### config.mk
export PLATFORM = sky130hd
export DESIGN_NAME = adc_ram_readout_flat
export DESIGN_NICKNAME = d
export VERILOG_FILES = /design/src/rtl/adc_ram_readout_if.sv /design/src/rtl/adc_ram_readout.sv /design/src/flat_wrapper.sv
export SDC_FILE = /design/constraint.sdc
export NUM_CORES = 1
export LEC_CHECK = 0
export ABC_AREA = 1
export BUFFER_PORTS_ARGS = -buffer_cell sky130_fd_sc_hd__buf_2
export CELL_PAD_IN_SITES_DETAIL_PLACEMENT = 1
export CELL_PAD_IN_SITES_GLOBAL_PLACEMENT = 1
export CORE_AREA = 2 2 130 119
export CTS_CLUSTER_SIZE = 30
export DETAILED_ROUTE_END_ITERATION = 10
export DIE_AREA = 0 0 132 121
export PLACE_DENSITY_LB_ADDON = 0.1
export SLEW_MARGIN = 20
export SYNTH_ARGS = -nofsm -noshare
export SYNTH_HDL_FRONTEND = slang
export SYNTH_SLANG_ARGS = --single-unit
### constraint.sdc
create_clock -name clk -period 4.4 [get_ports clk]
set_clock_uncertainty 0.15 [all_clocks]
set_input_delay 0.66 -clock clk [delete_from_list [all_inputs] [get_ports clk]]
set_output_delay 0.66 -clock clk [all_outputs]
set_load 0.01 [all_outputs]
### src/rtl/adc_ram_readout_if.sv
`default_nettype none
// ---------------------------------------------------------------------------
// adc_ram_readout_if
// Valid/ready stream that carries accumulated RAM words to the host-side logic.
//   m_data   word payload (driven by master)
//   m_valid  payload valid (driven by master)
//   m_last   final word of a readout run (driven by master)
//   m_ready  downstream accept (driven by slave)
// Revision: 1.0
// ---------------------------------------------------------------------------
interface adc_ram_readout_if #(
  parameter int DATA_W = 32
) ();
  logic [DATA_W-1:0] m_data;
  logic              m_valid;
  logic              m_last;
  logic              m_ready;

  modport master (output m_data, output m_valid, output m_last, input m_ready);
  modport slave  (input m_data, input m_valid, input m_last, output m_ready);
endinterface
`default_nettype wire

### src/rtl/adc_ram_readout.sv
`default_nettype none
// ---------------------------------------------------------------------------
// adc_ram_readout
// Streams words 0..len-1 of the accumulation RAM (port B) over a valid/ready
// interface, each word logically right-shifted by SHIFT. Optionally zeroes
// the read span afterwards (compile-time macro ADC_READOUT_CLEAR_EN).
//
// Ports:
//   clk            capture clock
//   rst            asynchronous active-high reset
//   i_start        one-cycle launch pulse, ignored while busy
//   i_rd_len       word count (clamped to 2^ADDR_W), sampled on start
//   o_busy         readout or clear in progress
//   o_done         one-cycle completion pulse
//   o_ram_addr     RAM port B address
//   i_ram_rd_data  RAM port B read data (one cycle after address)
//   o_ram_we       RAM port B write enable (clear pass only)
//   o_ram_wr_data  RAM port B write data (always zero)
//   m_axis         output stream (master modport)
// Revision: 1.0
// ---------------------------------------------------------------------------
module adc_ram_readout #(
  parameter int ADDR_W = 12,
  parameter int DATA_W = 32,
  parameter int SHIFT  = 0
) (
  input  wire                 clk,
  input  wire                 rst,
  input  wire                 i_start,
  input  wire  [ADDR_W:0]     i_rd_len,
  output logic                o_busy,
  output logic                o_done,
  output logic [ADDR_W-1:0]   o_ram_addr,
  input  wire  [DATA_W-1:0]   i_ram_rd_data,
  output logic                o_ram_we,
  output logic [DATA_W-1:0]   o_ram_wr_data,
  adc_ram_readout_if.master   m_axis
);

  localparam logic [1:0] S_IDLE   = 2'd0;
  localparam logic [1:0] S_READ   = 2'd1;
`ifdef ADC_READOUT_CLEAR_EN
  localparam logic [1:0] S_CLEAR  = 2'd2;
`endif
  localparam logic [1:0] S_FINISH = 2'd3;

  localparam logic [ADDR_W:0] c_MAX_LEN = {1'b1, {ADDR_W{1'b0}}};

  logic [1:0]        r_state;
  logic [1:0]        w_state_next;
  logic [ADDR_W:0]   r_len;
  logic [ADDR_W:0]   r_addr;       // one bit wider so len = 2^ADDR_W terminates cleanly
  logic              r_rvld;       // a read was issued last cycle; data arrives now
  logic              r_rlast;      // that read was for word len-1
  logic [DATA_W-1:0] r_fifo_data [0:1];
  logic              r_fifo_last [0:1];
  logic              r_wp;
  logic              r_rp;
  logic [1:0]        r_cnt;

  logic [ADDR_W:0]   w_len_clamp;
  logic              w_start;
  logic              w_pop;
  logic              w_room;
  logic              w_issue;
  logic              w_issue_last;
  logic              w_last_hs;

  assign w_len_clamp = (i_rd_len > c_MAX_LEN) ? c_MAX_LEN : i_rd_len;
  assign w_start     = (r_state == S_IDLE) && i_start;
  assign w_pop       = (r_cnt != 2'd0) && m_axis.m_ready;

  // A new read may only be issued if, after this cycle's pop and the capture
  // of the read already in flight, at most one FIFO slot is taken. Counting
  // the pop keeps the stream at one word per cycle under full throughput.
  assign w_room       = ({1'b0, r_cnt} + {2'b00, r_rvld}) < (3'd2 + {2'b00, w_pop});
  assign w_issue      = (r_state == S_READ) && (r_addr < r_len) && w_room;
  assign w_issue_last = w_issue && (r_addr == r_len - 1'b1);
  assign w_last_hs    = w_pop && r_fifo_last[r_rp];

  // State register
  always_ff @(posedge clk or posedge rst) begin
    if (rst) begin
      r_state <= S_IDLE;
    end else begin
      r_state <= w_state_next;
    end
  end

  // Next-state logic
  always_comb begin
    w_state_next = r_state;
    case (r_state)
      S_IDLE: begin
        if (i_start) w_state_next = S_READ;
      end
      S_READ: begin
        // A zero-length run spends one empty READ cycle, so done lands two
        // cycles after the start edge.
        if (r_len == '0) begin
          w_state_next = S_FINISH;
        end else if (w_last_hs) begin
`ifdef ADC_READOUT_CLEAR_EN
          w_state_next = S_CLEAR;
`else
          w_state_next = S_FINISH;
`endif
        end
      end
`ifdef ADC_READOUT_CLEAR_EN
      S_CLEAR: begin
        if (r_addr == r_len - 1'b1) w_state_next = S_FINISH;
      end
`endif
      S_FINISH: w_state_next = S_IDLE;
      default:  w_state_next = S_IDLE;
    endcase
  end

  // Address counter, read tracking and 2-entry output FIFO
  always_ff @(posedge clk or posedge rst) begin
    if (rst) begin
      r_len          <= '0;
      r_addr         <= '0;
      r_rvld         <= 1'b0;
      r_rlast        <= 1'b0;
      r_fifo_data[0] <= '0;
      r_fifo_data[1] <= '0;
      r_fifo_last[0] <= 1'b0;
      r_fifo_last[1] <= 1'b0;
      r_wp           <= 1'b0;
      r_rp           <= 1'b0;
      r_cnt          <= 2'd0;
    end else begin
      if (w_start) begin
        r_len  <= w_len_clamp;
        r_addr <= '0;
      end else if (w_issue) begin
        r_addr <= r_addr + 1'b1;
`ifdef ADC_READOUT_CLEAR_EN
      end else if ((r_state == S_READ) && w_last_hs) begin
        r_addr <= '0;               // clear pass restarts at address 0
      end else if (r_state == S_CLEAR) begin
        r_addr <= r_addr + 1'b1;
`endif
      end else if (r_state == S_FINISH) begin
        r_addr <= '0;
      end

      r_rvld  <= w_issue;
      r_rlast <= w_issue_last;

      if (r_rvld) begin
        r_fifo_data[r_wp] <= i_ram_rd_data >> SHIFT;
        r_fifo_last[r_wp] <= r_rlast;
        r_wp              <= ~r_wp;
      end
      if (w_pop) begin
        r_rp <= ~r_rp;
      end
      r_cnt <= r_cnt + {1'b0, r_rvld} - {1'b0, w_pop};
    end
  end

  // Outputs
  always_comb begin
    o_busy          = (r_state != S_IDLE);
    o_done          = (r_state == S_FINISH);
    o_ram_addr      = r_addr[ADDR_W-1:0];
    o_ram_wr_data   = '0;
`ifdef ADC_READOUT_CLEAR_EN
    o_ram_we        = (r_state == S_CLEAR);
`else
    o_ram_we        = 1'b0;
`endif
    m_axis.m_data   = r_fifo_data[r_rp];
    m_axis.m_valid  = (r_cnt != 2'd0);
    m_axis.m_last   = (r_cnt != 2'd0) && r_fifo_last[r_rp];
  end

endmodule
`default_nettype wire

### src/flat_wrapper.sv
// flat-port wrapper written by rule: the top's interface ports become plain ports
module adc_ram_readout_flat 
#(
  parameter int ADDR_W = 12,
  parameter int DATA_W = 32,
  parameter int SHIFT  = 0
)
  (clk, rst, i_start, i_rd_len, o_busy, o_done, o_ram_addr, i_ram_rd_data, o_ram_we, o_ram_wr_data, m_axis_m_data, m_axis_m_valid, m_axis_m_last, m_axis_m_ready);
  adc_ram_readout_if #(.DATA_W(DATA_W)) m_axis_i ();
  input  wire clk;
  input  wire rst;
  input  wire i_start;
  input  wire  [ADDR_W:0] i_rd_len;
  output logic o_busy;
  output logic o_done;
  output logic [ADDR_W-1:0] o_ram_addr;
  input  wire  [DATA_W-1:0] i_ram_rd_data;
  output logic o_ram_we;
  output logic [DATA_W-1:0] o_ram_wr_data;
  output wire logic [$bits(m_axis_i.m_data)-1:0] m_axis_m_data;
  output wire logic [$bits(m_axis_i.m_valid)-1:0] m_axis_m_valid;
  output wire logic [$bits(m_axis_i.m_last)-1:0] m_axis_m_last;
  input wire logic [$bits(m_axis_i.m_ready)-1:0] m_axis_m_ready;
  assign m_axis_m_data = m_axis_i.m_data;
  assign m_axis_m_valid = m_axis_i.m_valid;
  assign m_axis_m_last = m_axis_i.m_last;
  assign m_axis_i.m_ready = m_axis_m_ready;
  adc_ram_readout #(.ADDR_W(ADDR_W), .DATA_W(DATA_W), .SHIFT(SHIFT)) u_core (.clk(clk), .rst(rst), .i_start(i_start), .i_rd_len(i_rd_len), .o_busy(o_busy), .o_done(o_done), .o_ram_addr(o_ram_addr), .i_ram_rd_data(i_ram_rd_data), .o_ram_we(o_ram_we), .o_ram_wr_data(o_ram_wr_data), .m_axis(m_axis_i));
endmodule
**After elaboration in Yosys (flattened, before gate mapping)**

Cells that the tools add are included.

- $lt $le $gt $ge: 6
- Reductions and logical operators: 14
- Bitwise gates (word level): 4
- $add $sub $neg: 6
- Eq/ne operators: 5
- Mux-type cells: 20

Operators by type and width:

| cell | number |
|---|---|
| $mux 32 | 4 |
| $bwmux 64 | 1 |
| $mux 13 | 4 |
| $demux 32 s1 | 1 |
| $add 13x1->13 const B | 1 |
| $eq 13x13->1 | 1 |
| $gt 13x13->1 const B | 1 |
| $logic_not 13->1 | 1 |
| $lt 13x13->1 | 1 |
| $sub 13x1->13 const B | 1 |
| $logic_and 1x1->1 | 8 |
| $mux 2 | 3 |
| $ge 2x2->1 const B | 2 |
| $mux 1 | 4 |
| $not 1->2 | 2 |
| $pmux 2 s2 | 1 |
| $reduce_bool 2->1 | 2 |
| $add 2x1->3 | 1 |
| $add 2x1->3 const A | 1 |
| $lt 3x3->1 | 1 |
| $ne 3x2->1 const B | 1 |
| $reduce_bool 3->1 | 1 |
| $add 2x1->2 | 1 |
| $bwmux 2 | 1 |
| 9 further kinds | 10 |

- Output and inout port bits: 81
- Bits of input ports: 49
- Bits in registers: 100

**Depth between registers and ports, before layout**

- Depth after elaboration: 8
- Mapped depth: 13
- Gate-level depth less buffers: 13

**Worst setup path before layout**

Ideal clock, no wire load.

- Kind: register to output
- Start point: register u_core.r_rp
- End point: output port m_axis_m_data[22]
- Setup slack: 2433 ps
- Data required time: 3590 ps
- Data arrival time: 1157 ps
- Cell stages (with the launch flop): 4
- Path buffers: 2
- Cells stage by stage: dfrtp_1 -> clkbuf_1 -> buf_2 -> mux2_2

- Cells in the longest elaborated chain, start to end: 4

Ends and longest elaborated chain:

| what | RTL line | RTL |
|---|---|---|
| start: declaration | adc_ram_readout.sv:58 | `logic r_rp;` |
| start signal: assignment | adc_ram_readout.sv:159 | `r_rp <= ~r_rp;` |
| $not 1->2 (not written as such) | adc_ram_readout.sv:176 | `m_axis.m_data = r_fifo_data[r_rp];` |
| $mux 32 (not written as such) (3 in series) | adc_ram_readout.sv:176 |  |
| end: declaration | flat_wrapper.sv:20 | `output wire logic [$bits(m_axis_i.m_data)-1:0] m_axis_m_data;` |

No other way between the ends. The select of a mux whose other input is x is not followed.

**Final worst setup path**

- Start point: register u_core.r_rp
- End point: output port m_axis_m_data[27]

Same word-level chain as after synthesis.

==> flow_metrics.py <==
metrics = {
    "synthesis": {
        "synth-adder-area-share_pct": 4.38,
        "seq_area_frac_synth_pct": 43.8,
        "avgSynthCellArea_um2": 8.41,
        "synth_cell_types": 35,
        "synth_xor_area_share_pct": 1.53,
        "ys_seq_elements": 100,
        "syn_inst": 680,
        "synth_compound_gate_area_share_pct": 9.35,
        "synth_top_family_by_area": "simple AND/OR/NAND/NOR gates",
        "netlist_area_um2": 5720,
        "synthMuxAreaShare_pct": 6.48,
        "yosys.area_share.simple_pct": 20.9,
        "ys_warn_count": 0,
    },
    "die": {
        "die_h_um": 121,
        "initial_core_util_pct": 39.3,
        "core_area_um2": 14600,
        "dieArea_um2": 16000,
        "ios": 130,
        "rows": 42,
        "die-width_um": 132,
    },
    "power": {
        "leakage_uw": 0.00338,
        "power_density_nw_per_um2": 616,
        "vdd_drop_max_mv": 0.238,
    },
    "clocking": {
        "post_cts_resized": 0,
        "cts_setup_buffers": 0,
        "cts_sinks": 100,
        "clkTransAtPathRegs_ns": 0.07,
        "clk_latency_ns": 0.34,
        "cts_buffer_depth": 2,
        "cts_tree": "built",
        "htree_levels": 3,
        "cts_made_buffers": 9,
        "cts.hold.buffers_added": 0,
        "cts_root_buf": "clkbuf_16",
    },
    "hold_path": {
        "hold_class": "reg2reg",
        "hp-start": "u_core.r_fifo_data[2]",
    },
    "grt": {
        "antenna_found_initial": 0,
        "grt_overflow": 0,
        "grt_use_total_pct": 18.1,
        "grt_pass1_wl_um": 23100,
        "grt_pass1_vias": 4700,
        "grt_max_degree": 70,
    },
    "sta": {
        "relSlewSlack_pct": 34.5,
        "fin_ws_ns": 1.40,
        "post-route-min-period_ns": 3.00,
        "hold_viol": 0,
        "fin_setup_tns_ns": 0,
        "fmax_mhz": 333,
        "setup_viol": 0,
        "tightest_slew_ns": 0.973,
        "fin_crit_sh_pct": 68.3,
        "rsz0062_at_grt": "no",
        "drv_slew": 0,
    },
    "worst_setup_path": {
        "path_class": "reg2out",
        "critPathArrivalTime_ns": 2.19,
        "startpoint": "u_core.r_rp",
        "worstReg2RegStart": "u_core.r_addr[6]",
        "rrSetupSlack_ns": 1.91,
        "cp_max_fo": 19,
        "cp-end-kind": "output port",
        "cp.required_ns": 3.59,
        "critPathLaunchType": "flop",
    },
    "place": {
        "numPortBuffers": 96,
        "place.gp.congestion": 0.774,
        "dpl.hpwl_um": 10200,
        "post-place-ws_ns": 1.75,
    },
    "status": {
        "status": "finished clean",
    },
    "detailed_routing": {
        "ant_nets": 0,
        "drt_wl_total_um": 13700,
        "via_per_inst": 4.73,
        "wl_per_cell_um": 14.3,
        "drcViolationCount": 0,
        "vias": 4523,
        "firstDrtPassIters": 4,
        "drt-initial-drc-count": 175,
    },
    "layout": {
        "areaGrowthSynthToFinish_pct": 12.3,
        "drive_gt1_share_pct": 23.9,
        "finalNetCount": 822,
    },
    "run": {
        "maxCapViolCount": 0,
    },
}
-- cell usage after synthesis --
cell type / n / share of area [%]
nand2_1: 146 / 9.6
dfrtp_1: 100 / 44
o21ai_0: 86 / 7.5
inv_1: 79 / 5.2
buf_4: 45 / 5.9
nand3_1: 37 / 3.2
nor2_1: 36 / 2.4
mux2_2: 32 / 6.3
ha_1: 20 / 4.4
clkbuf_1: 13 / 0.85
nand3_2: 13 / 2.3
a21oi_1: 9 / 0.79
buf_2: 9 / 0.79
nand2_2: 7 / 0.77
xor2_1: 7 / 1.1
nor3_1: 5 / 0.44
nand4_1: 4 / 0.44
buf_6: 3 / 0.59
inv_2: 3 / 0.20
nand3b_1: 3 / 0.39
nor3_2: 3 / 0.53
or2_2: 3 / 0.33
xnor2_1: 3 / 0.46
nor4_1: 2 / 0.22
o21ai_1: 2 / 0.18
a21o_1: 1 / 0.13
a21oi_2: 1 / 0.15
a21oi_4: 1 / 0.28
conb_1: 1 / 0.066
mux2i_1: 1 / 0.18
nor2_2: 1 / 0.11
o21a_1: 1 / 0.13
o21ai_2: 1 / 0.15
or2_0: 1 / 0.11
or3_1: 1 / 0.11
-- per-layer routing --
metal | GRT usage, % | wire, um | up-vias
li1 | - | - | 2246
met1 | 25.3 | 6820 | 2156
met2 | 28.8 | 6080 | 107
met3 | 2.46 | 566 | 14
met4 | 6.79 | 232 | 0
met5 | 0 | 0 | -
-- logic make-up after synthesis --
logic type,Yosys count
DFF,100
other,1
xor gates and xnor gates,10
adders and majority gates,20
muxes,33
and+or+nand+nor,262
AOI/OAI and AO/OA,102
buffers and inverters,152
-- sequential cells by signal, summed over array words and instances (netlist names), 2 cells and up --
| signal | count |
|---|---|
| u_core.r_state | 2 |
| u_core.r_fifo_last | 2 |
| u_core.r_addr | 13 |
| u_core.r_fifo_data | 64 |
| u_core.r_cnt | 2 |
| u_core.r_len | 13 |
-- worst paths after layout --
kind,endpoint,cells after the start
worst min-delay path,u_core.r_fifo_data[2],2
worst min register to register,u_core.r_fifo_data[2],2
worst max register to register,u_core.r_addr[12],9
min in group asynchronous,u_core.r_fifo_data[57],2
worst max-delay path,m_axis_m_data[27],3
max in group asynchronous,u_core.r_len[10],3
-- worst max-delay path: stages (launching register included) --
cell and delay, ns:
dfrtp_1 0.93, buf_4 0.39, mux2_2 0.38, buf_2 0.14
-- cell type report --
class / instances / area [um^2]
tap: 198 / 248
multi-input combinational: 460 / 2570
fill: 1793 / 8130
clock inverter: 4 / 31.3
antenna: 1 / 2.50
clock buffer: 12 / 246
sequential: 100 / 2500
timing repair buffer: 100 / 510
inverter: 82 / 310
-- power by group --
part	total [uW]	switching, uW	internal [uW]
clock network	746	343	404
registers	1530	260	1270
logic	1680	981	696
total	3950	1580	2370
-- per-stage QoR --
step | util (%) | std cells | hold WS [ns] | total power (uW) | cell area, um^2
4_1_cts | 44.1 | 956 | 0.337 | 4020 | 6410
5_1_grt | 44.1 | 956 | 0.367 | 4300 | 6420
3_3_place_gp | 42.1 | 940 | 0.310 | 3170 | 6130
6_report | 44.1 | 957 | 0.334 | 3950 | 6420
3_5_place_dp | 42.1 | 940 | 0.319 | 3240 | 6130
2_1_floorplan | - | 712 | 0.298 | 2780 | 5840
-- placed cells by master, fill, tap and decap left out, types with 9 or more instances in the layout --
cell / instances
ha_1: 20
a21oi_1: 9
nand3_1: 37
conb_1: 33
o21ai_0: 86
buf_2: 96
mux2_2: 32
nand2_1: 145
nand3_2: 13
dfrtp_1: 100
nor2_1: 36
inv_1: 78
clkbuf_16: 9
(Power assumes the default switching activity.)
